[src/rtl/flappy_matrix_core_if.sv]
// Control and display signals of the flappy matrix core.
// The master side drives buttons and enable. The slave side (the core) drives the scan outputs.
interface flappy_matrix_core_if #(
  parameter int GS      = 8,
  parameter int SCORE_W = 8
);
  logic               ena;
  logic               btn_up;
  logic               btn_down;
  logic               mode;
  logic [GS-1:0]      col;
  logic [GS-1:0]      row;
  logic [SCORE_W-1:0] score;
  logic               game_over;

  modport master (output ena, btn_up, btn_down, mode,
                  input  col, row, score, game_over);
  modport slave  (input  ena, btn_up, btn_down, mode,
                  output col, row, score, game_over);
endinterface

[src/rtl/flappy_matrix_core.sv]
// Flappy-bird game core for a GS x GS LED matrix. The bird sits in column 1 and one pipe scrolls left.
// The matrix is scanned one column per enabled cycle. Game state advances once per tick.
module flappy_matrix_core #(
  parameter int GS       = 8,
  parameter int TICK_DIV = 1000,
  parameter int GAP      = 3,
  parameter int SCORE_W  = 8
) (
  input  logic                clk,
  input  logic                rst_n,  // asynchronous, active-high in spite of its name
  flappy_matrix_core_if.slave bus
);

  localparam int PW = $clog2(GS);
  localparam int CW = $clog2(TICK_DIV);
  localparam logic [PW-1:0] POS_TOP  = PW'(GS - 1);
  localparam logic [PW-1:0] POS_MID  = PW'(GS / 2);
  localparam logic [PW-1:0] POS_ONE  = PW'(1);
  localparam logic [PW-1:0] GAP_EXT  = PW'(GAP - 1);
  localparam logic [7:0]    GAP_SPAN = 8'(GS - GAP + 1);

  typedef enum logic [1:0] {IDLE = 2'd0, RUN = 2'd1, OVER = 2'd2} state_t;

  state_t             state, state_nxt;
  logic [CW-1:0]      tick_cnt;
  logic               tick;
  logic               up_p, down_p;
  logic [7:0]         lfsr;
  logic [7:0]         lfsr_mod;
  logic [PW-1:0]      col_idx;
  logic [PW-1:0]      bird_y, pipe_x, gap_y;
  logic [PW-1:0]      bird_nxt, pipe_nxt, gap_nxt;
  logic [SCORE_W-1:0] score, score_nxt;
  logic               ground_hit, pipe_hit;
  logic [GS-1:0]      row_pix;

  assign tick     = bus.ena && (tick_cnt == CW'(TICK_DIV - 1));
  assign lfsr_mod = lfsr % GAP_SPAN;

  // Tick divider, button latches, scan counter and LFSR: these run in every state.
  always_ff @(posedge clk or posedge rst_n) begin
    // NOTE: sequential state uses <= so every register samples pre-edge values regardless of statement order.
    if (rst_n) begin
      tick_cnt <= '0;
      col_idx  <= '0;
      up_p     <= 1'b0;
      down_p   <= 1'b0;
      lfsr     <= 8'hA5;
    end else if (bus.ena) begin
      tick_cnt <= tick ? '0 : tick_cnt + CW'(1);
      col_idx  <= (col_idx == POS_TOP) ? '0 : col_idx + POS_ONE;
      // A press during the tick cycle itself stays latched for the next tick.
      up_p     <= bus.btn_up   | (up_p   & ~tick);
      down_p   <= bus.btn_down | (down_p & ~tick);
      lfsr     <= {lfsr[6:0], lfsr[7] ^ lfsr[5] ^ lfsr[4] ^ lfsr[3]};
    end
  end

  always_ff @(posedge clk or posedge rst_n) begin
    if (rst_n)     state <= IDLE;
    else if (tick) state <= state_nxt;
  end

  always_ff @(posedge clk or posedge rst_n) begin
    if (rst_n) begin
      bird_y <= POS_MID;
      pipe_x <= POS_TOP;
      gap_y  <= POS_ONE;
      score  <= '0;
    end else if (tick) begin
      bird_y <= bird_nxt;
      pipe_x <= pipe_nxt;
      gap_y  <= gap_nxt;
      score  <= score_nxt;
    end
  end

  always_comb begin
    // NOTE: every output of this block gets a default first, so no path can infer a latch.
    state_nxt  = state;
    bird_nxt   = bird_y;
    pipe_nxt   = pipe_x;
    gap_nxt    = gap_y;
    score_nxt  = score;
    ground_hit = 1'b0;
    pipe_hit   = 1'b0;
    case (state)
      IDLE: begin
        if (up_p || down_p) begin
          state_nxt = RUN;
          bird_nxt  = POS_MID;
          pipe_nxt  = POS_TOP;
          gap_nxt   = POS_ONE;
          score_nxt = '0;
        end
      end
      RUN: begin
        if (bus.mode) begin
          if (up_p) begin
            if (bird_y != POS_TOP) bird_nxt = bird_y + POS_ONE;
          end else if (bird_y == '0) begin
            ground_hit = 1'b1;
          end else begin
            bird_nxt = bird_y - POS_ONE;
          end
        end else if (up_p && !down_p) begin
          if (bird_y != POS_TOP) bird_nxt = bird_y + POS_ONE;
        end else if (down_p && !up_p) begin
          if (bird_y != '0) bird_nxt = bird_y - POS_ONE;
        end

        if (pipe_x == '0) begin
          pipe_nxt = POS_TOP;
          gap_nxt  = PW'(lfsr_mod);
          if (score != '1) score_nxt = score + SCORE_W'(1);
        end else begin
          pipe_nxt = pipe_x - POS_ONE;
        end

        // Collision uses the post-move bird and pipe, so it is judged on what the next frame shows.
        pipe_hit = (pipe_nxt == POS_ONE) &&
                   ((bird_nxt < gap_nxt) || (bird_nxt > gap_nxt + GAP_EXT));
        if (ground_hit || pipe_hit) state_nxt = OVER;
      end
      OVER: begin
        if (up_p || down_p) state_nxt = IDLE;
      end
      default: state_nxt = IDLE;
    endcase
  end

  always_comb begin
    row_pix = '0;
    if ((state != IDLE) && (col_idx == pipe_x)) begin
      for (int r = 0; r < GS; r++) begin
        row_pix[r] = (PW'(r) < gap_y) || (PW'(r) > gap_y + GAP_EXT);
      end
    end
    if (col_idx == POS_ONE) row_pix[bird_y] = 1'b1;

    bus.game_over = (state == OVER);
    bus.score     = score;
    bus.col       = bus.ena ? (GS'(1) << col_idx) : '0;
    bus.row       = bus.ena ? row_pix : '0;
  end

endmodule

[src/flat_wrapper.sv]
// flat-port wrapper written by rule: the top's interface ports become plain ports
module flappy_matrix_core_flat 
#(
  parameter int GS       = 8,
  parameter int TICK_DIV = 1000,
  parameter int GAP      = 3,
  parameter int SCORE_W  = 8
)
  (clk, rst_n, bus_ena, bus_btn_up, bus_btn_down, bus_mode, bus_col, bus_row, bus_score, bus_game_over);
  flappy_matrix_core_if #(.GS(GS), .SCORE_W(SCORE_W)) bus_i ();
  input  logic clk;
  input  logic rst_n;
  input wire logic [$bits(bus_i.ena)-1:0] bus_ena;
  input wire logic [$bits(bus_i.btn_up)-1:0] bus_btn_up;
  input wire logic [$bits(bus_i.btn_down)-1:0] bus_btn_down;
  input wire logic [$bits(bus_i.mode)-1:0] bus_mode;
  output wire logic [$bits(bus_i.col)-1:0] bus_col;
  output wire logic [$bits(bus_i.row)-1:0] bus_row;
  output wire logic [$bits(bus_i.score)-1:0] bus_score;
  output wire logic [$bits(bus_i.game_over)-1:0] bus_game_over;
  assign bus_i.ena = bus_ena;
  assign bus_i.btn_up = bus_btn_up;
  assign bus_i.btn_down = bus_btn_down;
  assign bus_i.mode = bus_mode;
  assign bus_col = bus_i.col;
  assign bus_row = bus_i.row;
  assign bus_score = bus_i.score;
  assign bus_game_over = bus_i.game_over;
  flappy_matrix_core #(.GS(GS), .TICK_DIV(TICK_DIV), .GAP(GAP), .SCORE_W(SCORE_W)) u_core (.clk(clk), .rst_n(rst_n), .bus(bus_i));
endmodule
[config.mk]
export PLATFORM = sky130hd
export DESIGN_NAME = flappy_matrix_core_flat
export DESIGN_NICKNAME = d
export VERILOG_FILES = /design/src/rtl/flappy_matrix_core_if.sv /design/src/rtl/flappy_matrix_core.sv /design/src/flat_wrapper.sv
export SDC_FILE = /design/constraint.sdc
export NUM_CORES = 1
export LEC_CHECK = 0
export CORE_UTILIZATION = 50
export CTS_CLUSTER_DIAMETER = 80
export DETAILED_ROUTE_END_ITERATION = 8
export PLACE_DENSITY = 0.71
export SYNTH_ARGS = -nofsm -noshare
export SYNTH_HDL_FRONTEND = slang
export SYNTH_SLANG_ARGS = --single-unit
[constraint.sdc]
create_clock -name clk -period 4.7 [get_ports clk]
set_input_delay 0.705 -clock clk [delete_from_list [all_inputs] [get_ports clk]]
set_output_delay 0.705 -clock clk [all_outputs]
set_load 0.005 [all_outputs]
==> flow_summary_export.csv <==
group,metric,value,unit
outcome,outcome,"finished clean",
logic_synthesis,synth.ff_latch_count,42,
logic_synthesis,synth_edf_count,0,
die,top_level_ports,31,
setup_path,worstPathArrival,4.00,ns
timing,rsz0062_at_grt,"false",
timing,tightestPinTransition,0.775,ns
route,wl_per_cell,14.1,um
job,max-cap-violations,0,
final_layout,final_cell_mix,"nor2_1, dfrtp_1, clkdlybuf4s50_1",
die,fp.dieW,80.5,um
final_layout,area_growth,14.7,%
logic_synthesis,postSynthAreaPerCell,8.86,sq um
clock_network,cts-buffers-inserted,5,
die,coreArea,5920,sq um
global_route,grt_pass1_vias,2413,
logic_synthesis,syn_area,3080,sq um
logic_synthesis,netlist_instances,348,
place,port_buffers,30,
power,p_leak,1.54,nW
timing,period_needed,3.82,ns
global_route,grt_max_degree,43,
clock_network,clkSinkCount,42,
timing,slew_headroom,0.483,
timing,setup_slack,0.875,ns
clock_network,h-tree-depth,2,
clock_network,insertion_delay,0.29,ns
final_layout,drive_gt1_frac,0.0912,
logic_synthesis,syn-num-nets,379,
setup_path,required,4.88,ns
setup_path,critPathLaunchType,"flip-flop",
final_layout,final_common_cell,"nor2_1",
place,hpwlAfterDp,4650,um
logic_synthesis,yosysUniqueCellTypes,55,
die,std_cell_rows,28,
logic_synthesis,ys_seq_area_frac,0.345,
setup_path,critical_path_peak_fanout,14,
timing,tns,0,ns
hold_path,hp-class,"reg -> reg",
die,die_y,80.5,um
power,p_per_area,348,nW/um^2
global_route,grt_usage,0.211,
logic_synthesis,synthFlopType,"dfrtp_1",
timing,max_freq,0.261,GHz
clock_network,root_buffer,"clkbuf_8",
timing,finalCritPeriodShare,0.814,
route,drt_drc_violations_left,0,
clock_network,hold_buffers,0,
route,drt_first_iter_violations,135,
die,start_util,0.521,
timing,hold_slack,0.505,ns
clock_network,path_clk_slew,0.08,ns
timing,clock_skew,0.00393,ns
timing,slew_violations,0,
power,vdd_drop_max,0.219,mV
final_layout,num_antenna_cells,0,
route,antenna_left,0,
die,dieArea,6480,sq um
route,vias_per_cell,5.67,
clock_network,clockBufferDepth,2,
route,drt_pass1_iterations,4,
place,place.gp.congestion,0.874,
setup_path,critPathKind,"reg -> reg",
logic_synthesis,ys.warnings.count,0,
clock_network,cts_setup_buffers,0,
timing,setup_viol,0,
timing,finalHoldViolCount,0,
setup_path,setup.worst_path.end_class,"flip-flop",
global_route,grt_pass1_wl,10700,um
route,num_vias,2540,
global_route,overflow,0,
final_layout,fin_nets,403,
route,routed_wl,6330,um
clock_network,post_cts_resized,0,
place,pre_cts_ws,0.911,ns
clock_network,cts_tree,"done",
global_route,grt_antenna_before_repair,0,
logic_synthesis,async_reset_ff_frac,1.00,
cell families (layout without fill, tap and decap cells):
group	count (synthesis)	count (layout)	share of synthesized area
AO/OA/AOI/OAI	88	88	0.194
adder cells (fa/ha/maj)	25	25	0.101
AND/OR/NAND/NOR	125	125	0.208
XOR/XNOR	18	18	0.0511
buffers and inverters	34	59	0.0454
multiplexers	16	16	0.0552
flip-flops	42	42	0.345
final timing paths:
path,slack (ns),start,cells past startpoint,end
setup reg to reg,0.88,u_core.lfsr[3]$_DFFE_PP0P_,12,u_core.state[1]$_DFFE_PP0P_
min in group asynchronous,0.86,rst_n,3,u_core.col_idx[0]$_DFFE_PP0P_
hold / removal,0.51,u_core.lfsr[0]$_DFFE_PP1P_,2,u_core.lfsr[0]$_DFFE_PP1P_
hold reg to reg,0.51,u_core.lfsr[0]$_DFFE_PP1P_,2,u_core.lfsr[0]$_DFFE_PP1P_
setup / recovery,0.88,u_core.lfsr[3]$_DFFE_PP0P_,12,u_core.state[1]$_DFFE_PP0P_
max in group asynchronous,3.47,rst_n,3,u_core.pipe_x[0]$_DFFE_PP1P_
synthesized netlist by cell type (3+ instances only):
cell type,number,share of area
o31ai_1,3,0.0073
nand4_1,6,0.012
o2111ai_1,3,0.0085
mux2_2,8,0.029
o22ai_1,9,0.018
o21a_1,5,0.012
nor3_1,5,0.0081
inv_1,18,0.022
and3b_1,3,0.0085
a31oi_1,3,0.0061
and2_1,9,0.018
o21ai_0,19,0.031
nor2b_1,5,0.010
buf_2,3,0.0049
a21oi_1,17,0.028
dfstp_2,9,0.077
a22o_1,4,0.011
nor2_1,35,0.043
ha_1,25,0.10
clkbuf_1,11,0.013
nand2_1,29,0.035
a21o_1,7,0.017
xor2_1,5,0.014
nand2b_1,8,0.016
dfrtp_1,33,0.27
and3_1,5,0.010
xnor2_1,13,0.037
mux2i_1,8,0.026
nand3_1,6,0.0097
area by class of cell:
type                            count  area, sq um
Clock buffer                        6         72.6
Clock inverter                      2         37.5
Fill cell                         549         2380
Inverter                           18         67.6
Multi-Input combinational cell    272         1880
Sequential cell                    42         1060
Tap cell                           75         93.8
Timing Repair Buffer               33          323
layer usage:
layer / up-vias / global-route usage / routed length, um
li1: 1288 / - / -
met1: 1195 / 0.264 / 2960
met2: 46 / 0.364 / 3050
met3: 11 / 0.0375 / 222
met4: 0 / 0.0714 / 102
met5: - / 0 / 0
state kept, by name, indices dropped and copies added (netlist names), 2 cells and up:
register,cells
u_core.bird_y,3
u_core.bus.score,8
u_core.gap_y,3
u_core.pipe_x,3
u_core.col_idx,3
u_core.state,2
u_core.tick_cnt,10
u_core.lfsr,8
stage by stage:
| step | util | power, W | cells | area, sq um |
|---|---|---|---|---|
| floorplan | - | 0.000846 | 348 | 3080 |
| global placement | 0.579 | 0.000938 | 440 | 3430 |
| detailed placement | 0.579 | 0.000958 | 440 | 3430 |
| CTS | 0.597 | 0.00124 | 448 | 3540 |
| global route | 0.597 | 0.00132 | 448 | 3540 |
| finish | 0.597 | 0.00123 | 448 | 3540 |
worst max-delay path, cell delays in order, from the launching register on:
cell and delay [ns]:
dfrtp_1 0.59, or4b_1 0.50, and2_1 0.19, a311oi_2 0.27, nor4_1 0.14, a211oi_4 0.34, ha_1 0.30, nor2b_1 0.14
o21a_1 0.16, o22ai_1 0.15, o2111ai_1 0.12, a311oi_1 0.42, mux2_2 0.39
report_power, final:
part | total (W) | switching, W | internal, W | leakage (nW)
clock network | 0.000282 | 0.000124 | 0.000159 | 0.0514
logic | 0.000384 | 0.000186 | 0.000198 | 0.996
registers | 0.000566 | 0.000122 | 0.000444 | 0.492
Power figures use the tool's default switching activity.
